$ cat config.mk
export PLATFORM = sky130hd
export DESIGN_NAME = h6_mul_sequencer
export DESIGN_NICKNAME = d
export VERILOG_FILES = /design/src/rtl/h6_mul_sequencer_pkg.sv /design/src/rtl/h6_mul_sequencer_onehot_dec3to8.sv /design/src/rtl/h6_mul_sequencer.sv
export SDC_FILE = /design/constraint.sdc
export NUM_CORES = 1
export LEC_CHECK = 0
export CAP_MARGIN = 20
export CORE_ASPECT_RATIO = 0.8
export CORE_MARGIN = 3
export CORE_UTILIZATION = 56
export CTS_BUF_LIST = sky130_fd_sc_hd__clkbuf_4
export DETAILED_ROUTE_END_ITERATION = 7
export GPL_TIMING_DRIVEN = 0
export PLACE_DENSITY_LB_ADDON = 0.12
export SYNTH_ARGS = -nofsm -noshare
export SYNTH_HDL_FRONTEND = slang
export SYNTH_HIERARCHICAL = 1
export SYNTH_SLANG_ARGS = --single-unit
$ cat constraint.sdc
create_clock -name CLK -period 3.6 [get_ports CLK]
set_input_delay 0.72 -clock CLK [delete_from_list [all_inputs] [get_ports CLK]]
set_output_delay 0.72 -clock CLK [all_outputs]
set_load 0.01 [all_outputs]
$ cat src/rtl/h6_mul_sequencer_pkg.sv
// h6_mul_sequencer_pkg: state encoding, strobe bundle and decode helper for the H6 MUL sequencer
package h6_mul_sequencer_pkg;
  typedef enum logic [3:0] {
    S_IDLE, S_CLRH, S_LOAD, S_P2, S_P3, S_P4, S_WB_HI, S_WB_LO, S_DONE
  } state_e;
  localparam logic [2:0] ILLEGAL_DST = 3'd5;
  localparam int DEC_W = 8;
  typedef struct packed {
    logic busy;
    logic done;
    logic b0b;
    logic mul1;
    logic mul2_1;
    logic mul2_2;
    logic rst_h6;
    logic inqlk;
    logic intwo;
    logic inthree;
    logic infour;
    logic als_a;
    logic als_q;
    logic mul3;
  } ctl_t;
  // Moore strobe pattern for each state; the A-bus source is enabled exactly when B0B is
  function automatic ctl_t ctl_of(state_e s);
    ctl_t c;
    c = '0;
    c.busy    = s != S_IDLE;
    c.done    = s == S_DONE;
    c.rst_h6  = s == S_CLRH;
    c.b0b     = s == S_LOAD || s == S_P2;
    c.mul1    = s == S_LOAD;
    c.mul2_1  = s == S_LOAD;
    c.inqlk   = s == S_LOAD;
    c.mul2_2  = s == S_P2;
    c.intwo   = s == S_P2;
    c.inthree = s == S_P3;
    c.infour  = s == S_P4;
    c.als_a   = s == S_WB_HI;
    c.mul3    = s == S_WB_HI;
    c.als_q   = s == S_WB_LO;
    return c;
  endfunction
endpackage

$ cat src/rtl/h6_mul_sequencer_onehot_dec3to8.sv
// onehot_dec3to8: enabled 3-to-8 one-hot decoder
module onehot_dec3to8
  import h6_mul_sequencer_pkg::*;
(
  input  logic             en_i,
  input  logic [2:0]       sel_i,
  output logic [DEC_W-1:0] dec_o
);
  assign dec_o = en_i ? DEC_W'(1) << sel_i : '0;
endmodule

$ cat src/rtl/h6_mul_sequencer.sv
// h6_mul_sequencer: sequences the H6 shift-add multiplier and bus gates for one MUL instruction
module h6_mul_sequencer
  import h6_mul_sequencer_pkg::*;
#(
  parameter int STEPS = 16,
  parameter int CNT_W = 5
) (
  input  logic       CLK,
  input  logic       CLR,
  input  logic       start,
  input  logic [2:0] a_sel,
  input  logic [2:0] hi_sel,
  input  logic [2:0] lo_sel,
  input  logic       abort,
  output logic       busy,
  output logic       done,
  output logic       err,
  output logic [7:0] RA_en,
  output logic [7:0] SR_en,
  output logic       B0B,
  output logic       MUL1,
  output logic       MUL2_1,
  output logic       MUL2_2,
  output logic       Rst_H6,
  output logic       inQLK,
  output logic       inTWO,
  output logic       inTHREE,
  output logic       inFOUR,
  output logic       ALS_H6_a,
  output logic       ALS_H6_q,
  output logic       MUL3
);
  localparam logic [CNT_W-1:0] LAST = CNT_W'(STEPS - 1);
  state_e state_q, state_d;
  logic [CNT_W-1:0] cnt_q, cnt_d;
  logic [2:0] a_q, a_d, hi_q, hi_d, lo_q, lo_d;
  logic err_q, err_d;
  ctl_t ctl_q, ctl_d;
  logic [DEC_W-1:0] ra_q, ra_d, sr_q, sr_d;
  logic accept, wb_hi_ok, wb_lo_ok;
  assign accept = state_q == S_IDLE && start && !abort;
  always_ff @(posedge CLK or posedge CLR) begin
    if (CLR) begin
      state_q <= S_IDLE;
      cnt_q   <= '0;
      a_q     <= '0;
      hi_q    <= '0;
      lo_q    <= '0;
      err_q   <= 1'b0;
      ctl_q   <= '0;
      ra_q    <= '0;
      sr_q    <= '0;
    end else begin
      state_q <= state_d;
      cnt_q   <= cnt_d;
      a_q     <= a_d;
      hi_q    <= hi_d;
      lo_q    <= lo_d;
      err_q   <= err_d;
      ctl_q   <= ctl_d;
      ra_q    <= ra_d;
      sr_q    <= sr_d;
    end
  end
  always_comb begin
    state_d = state_q;
    cnt_d   = cnt_q;
    a_d     = accept ? a_sel : a_q;
    hi_d    = accept ? hi_sel : hi_q;
    lo_d    = accept ? lo_sel : lo_q;
    case (state_q)
      S_IDLE:  state_d = accept ? S_CLRH : S_IDLE;
      S_CLRH:  state_d = S_LOAD;
      S_LOAD: begin
        state_d = S_P2;
        cnt_d   = '0;
      end
      S_P2:    state_d = S_P3;
      S_P3:    state_d = S_P4;
      S_P4: begin
        state_d = cnt_q == LAST ? S_WB_HI : S_P2;
        cnt_d   = cnt_q + 1'b1;
      end
      S_WB_HI: state_d = S_WB_LO;
      S_WB_LO: state_d = S_DONE;
      default: state_d = S_IDLE;
    endcase
    if (abort && state_q != S_IDLE) state_d = S_IDLE;
  end
  // Outputs are computed from the next state so each registered strobe lines up with its state
  always_comb begin
    ctl_d    = ctl_of(state_d);
    wb_hi_ok = ctl_d.als_a && hi_d != ILLEGAL_DST;
    wb_lo_ok = ctl_d.als_q && lo_d != ILLEGAL_DST;
    err_d    = !accept && (err_q || (ctl_d.als_a && hi_d == ILLEGAL_DST)
                                 || (ctl_d.als_q && lo_d == ILLEGAL_DST));
  end
  onehot_dec3to8 u_ra_dec (
    .en_i  (ctl_d.b0b),
    .sel_i (a_d),
    .dec_o (ra_d)
  );
  onehot_dec3to8 u_sr_dec (
    .en_i  (wb_hi_ok || wb_lo_ok),
    .sel_i (ctl_d.als_a ? hi_d : lo_d),
    .dec_o (sr_d)
  );
  assign busy     = ctl_q.busy;
  assign done     = ctl_q.done;
  assign err      = err_q;
  assign RA_en    = ra_q;
  assign SR_en    = sr_q;
  assign B0B      = ctl_q.b0b;
  assign MUL1     = ctl_q.mul1;
  assign MUL2_1   = ctl_q.mul2_1;
  assign MUL2_2   = ctl_q.mul2_2;
  assign Rst_H6   = ctl_q.rst_h6;
  assign inQLK    = ctl_q.inqlk;
  assign inTWO    = ctl_q.intwo;
  assign inTHREE  = ctl_q.inthree;
  assign inFOUR   = ctl_q.infour;
  assign ALS_H6_a = ctl_q.als_a;
  assign ALS_H6_q = ctl_q.als_q;
  assign MUL3     = ctl_q.mul3;
endmodule
==> results by group <==
Detailed routing
  • Via-to-Cell Ratio: 5.692
  • Drt pass-1 iters: 4
  • DRT iter0 DRCs: 78
  • Routed len/inst: approximately 16 microns
  • Antenna-violating nets left: 0
  • WL final: 3833 microns
  • Vias: 1406
  • Residual DRC: 0

Power and ir drop
  • Static leakage: 0.001128 uW
  • Power Density: roughly 440 nW/um^2
  • Pwr Total: 1098 uW
  • IR drop worst, VDD: approximately 0.00030 V

CTS
  • Gates resized, CTS repair: 0
  • Setup bufs post-CTS: 0
  • Clock net sink count: 45
  • Hold_buf cts: 0
  • CTS tree: built
  • CTS max path bufs: 2
  • CTS Root Cell: clkbuf_4
  • Htree depth: 2
  • Clk slew on worst S/H paths: 0.13 ns
  • Clock buffer count from CTS: 5
  • Worst-Skew Late Latency: 0.35 ns

Timing
  • Final Critical Period: 2.887 ns
  • F_max: 346.4 MHz
  • Max Slew Vio Count: 0
  • Worst slew pin tran: 0.8761 ns
  • Fin Clk Skew: 0.01148 ns
  • Hold Fails Final Rpt: 0
  • Crit share post-route: 80.19%
  • Worst rel slew slack: 41.51%
  • Total negative slack: 0 ns
  • Setup violators final: 0
  • RSZ-0062 raised after global routing: false

Floorplanning
  • Ports: 44
  • Die ar.: approximately 4300 sq um
  • Row Count: 18
  • Initial Util: 61.15%
  • Core ar.: 3221 sq um
  • Die Wd: about 72 microns
  • DIE HEIGHT: roughly 59 microns

Job
  • Max-cap violations: 0

Worst setup path
  • Max FO, Critical Path: 10
  • CP cell instances: clkdlybuf4s50_1, or3b_1, or2_1, buf_6, buf_6, mux2_4, mux2_2, nor4b_2
  • Worst EP required: around 3.9 ns
  • Cell mode on critical path: buf_6
  • WP data arrival: between 3 and 4 ns
  • Worst path max stage delay: 0.50 ns
  • Worst Setup Path Type: primary input to flop
  • Setup crit end kind: flop
  • R2r setup slk: 1.03 ns
  • Slowest stage cell, crit path: clkdlybuf4s50_1
  • Crit path launch type: primary input

Synthesis
  • Cells after Synth: 156
  • Avg Inst Size Synth: 12.62 sq um
  • Synth cell types: 42
  • Post-synthesis mux area share: 7.433%
  • Syn nets: 171
  • XOR/XNOR Fraction of Synth Area: 0.4447%
  • Seq/Total Area, Yosys: between 50% and 60%
  • Post-synth EDFFs: 0
  • Post-synth top area share: between 50% and 60%
  • Largest cells by area after synthesis: dfrtp_1 57%, mux2_2 5.1%, a21oi_1 2.5%
  • Area of the mapped netlist: 1969 sq um
  • Yosys reg bits: 45
  • Most frequent cell after synthesis: dfrtp_1
  • Ys async rst share: 100.0%
  • Main combinational cell family by area after synthesis: simple AND/OR/NAND/NOR gates
  • Post-synthesis adder-cell area fraction: 1.271%
  • Top cells by count, synth: 45 x dfrtp_1, 12 x nor2_1, 10 x a21oi_1, 9 x mux2_2, 5 x inv_1
  • YS warnings: 6
  • Ys flop type: dfrtp_1
  • Area fraction in compound gates after synthesis: 9.276%
  • Simple-Gate Fraction of Synth Area: just over 20%
  • Synth area leader: dfrtp_1

Final layout
  • Fin cells: roughly 250
  • Share of layout cells above drive strength 1: 18.36%
  • Area delta synth->final: 27.19%
  • Final net count: 221
  • Antenna Cells: 0

Placement
  • Gpl congestion: 0.8692
  • Port bufs: 43
  • Placed instance count: 239
  • DP HPWL: 2847 microns

Global routing
  • Vias in the first global route: 1371
  • All-Layer GR Usage: 20.38%
  • First-pass GRT wire length: 6527 microns
  • Largest net degree at the start of global routing: 46
  • Antenna violations before repair: 0
  • Total grt overflow: 0

Worst hold path
  • HP Class: flop to flop

Run status
  • Run status: complete, no violations
per-stage QoR:
step	cell area, sq um	hold slack (ns)	utilization (%)	setup slack [ns]
global route	2505	0.5529	77.78	0.6434
global placement	2450	0.4931	76.07	0.4619
floorplan	1969	0.4740	-	1.069
CTS	2505	0.5265	77.78	0.7441
finish	2505	0.5251	77.78	0.7131
detailed placement	2450	0.5059	76.07	0.3691
cell families (layout without fill, tap and decap cells):
group | count (synthesis) | in the layout
compound gates | 28 | 28
xor+xnor | 1 | 1
fa+ha+maj | 2 | 2
buf+inv | 14 | 65
flops | 45 | 45
mux | 12 | 12
simple gates | 54 | 54
placed cells by master (no fill, tap or decap), types with 3 or more instances in the layout:
cell type / count
dfrtp_1: 45
mux2_4: 3
nand2_1: 4
a21oi_1: 10
nor2_1: 12
a311oi_1: 3
inv_1: 4
clkbuf_4: 5
nand2b_1: 3
nor3b_1: 3
and4b_2: 4
and4bb_1: 4
mux2_2: 9
nor3_1: 3
clkdlybuf4s50_1: 43
buf_4: 4
o21a_1: 4
flip-flops by register name, summed over array words and instances (netlist names):
name	count
SR_en	8
inQLK	1
cnt_q	5
state_q	4
B0B	1
busy	1
err	1
RA_en	8
MUL3	1
Rst_H6	1
hi_q	3
inFOUR	1
a_q	3
done	1
inTHREE	1
lo_q	3
ALS_H6_q	1
inTWO	1
critical path: cells and delay by family:
kind / cells / cell delay [ns]
muxes: 2 / 0.65
and+or+nand+nor: 3 / 1.00
buffers and inverters: 3 / 0.78
cell type report:
type / instances / area [sq um]
Buffer: 9 / 63.81
Clock buffer: 5 / 37.54
Clock inverter: 3 / 17.52
Fill cell: 211 / 715.7
Inverter: 5 / 18.77
Multi-Input combinational cell: 97 / 760.7
Sequential cell: 45 / 1126
Tap cell: 40 / 50.05
Timing Repair Buffer: 43 / 430.4
routing by layer:
layer | track usage (%) | share of wire (%)
met1 | 27.04 | 43
met2 | 32.68 | 48
met3 | 5.763 | 7.0
met4 | 6.702 | 1.0
met5 | 0 | 0
path summary, 6_finish.rpt:
check,startpoint,endpoint,depth (start not counted)
max reg2reg,cnt_q[0],SR_en[0],8
min reg2reg,err,err,1
min in group asynchronous,CLR,B0B,2
max in group asynchronous,CLR,hi_q[1],2
max,start,SR_en[0],8
min,err,err,1
power breakdown:
group | total (uW) | switching (uW) | internal [uW]
sequential | 579 | 23.9 | 555
combinational | 291 | 145 | 146
clock | 228 | 154 | 73.7
Power figures use the tool's default switching activity.
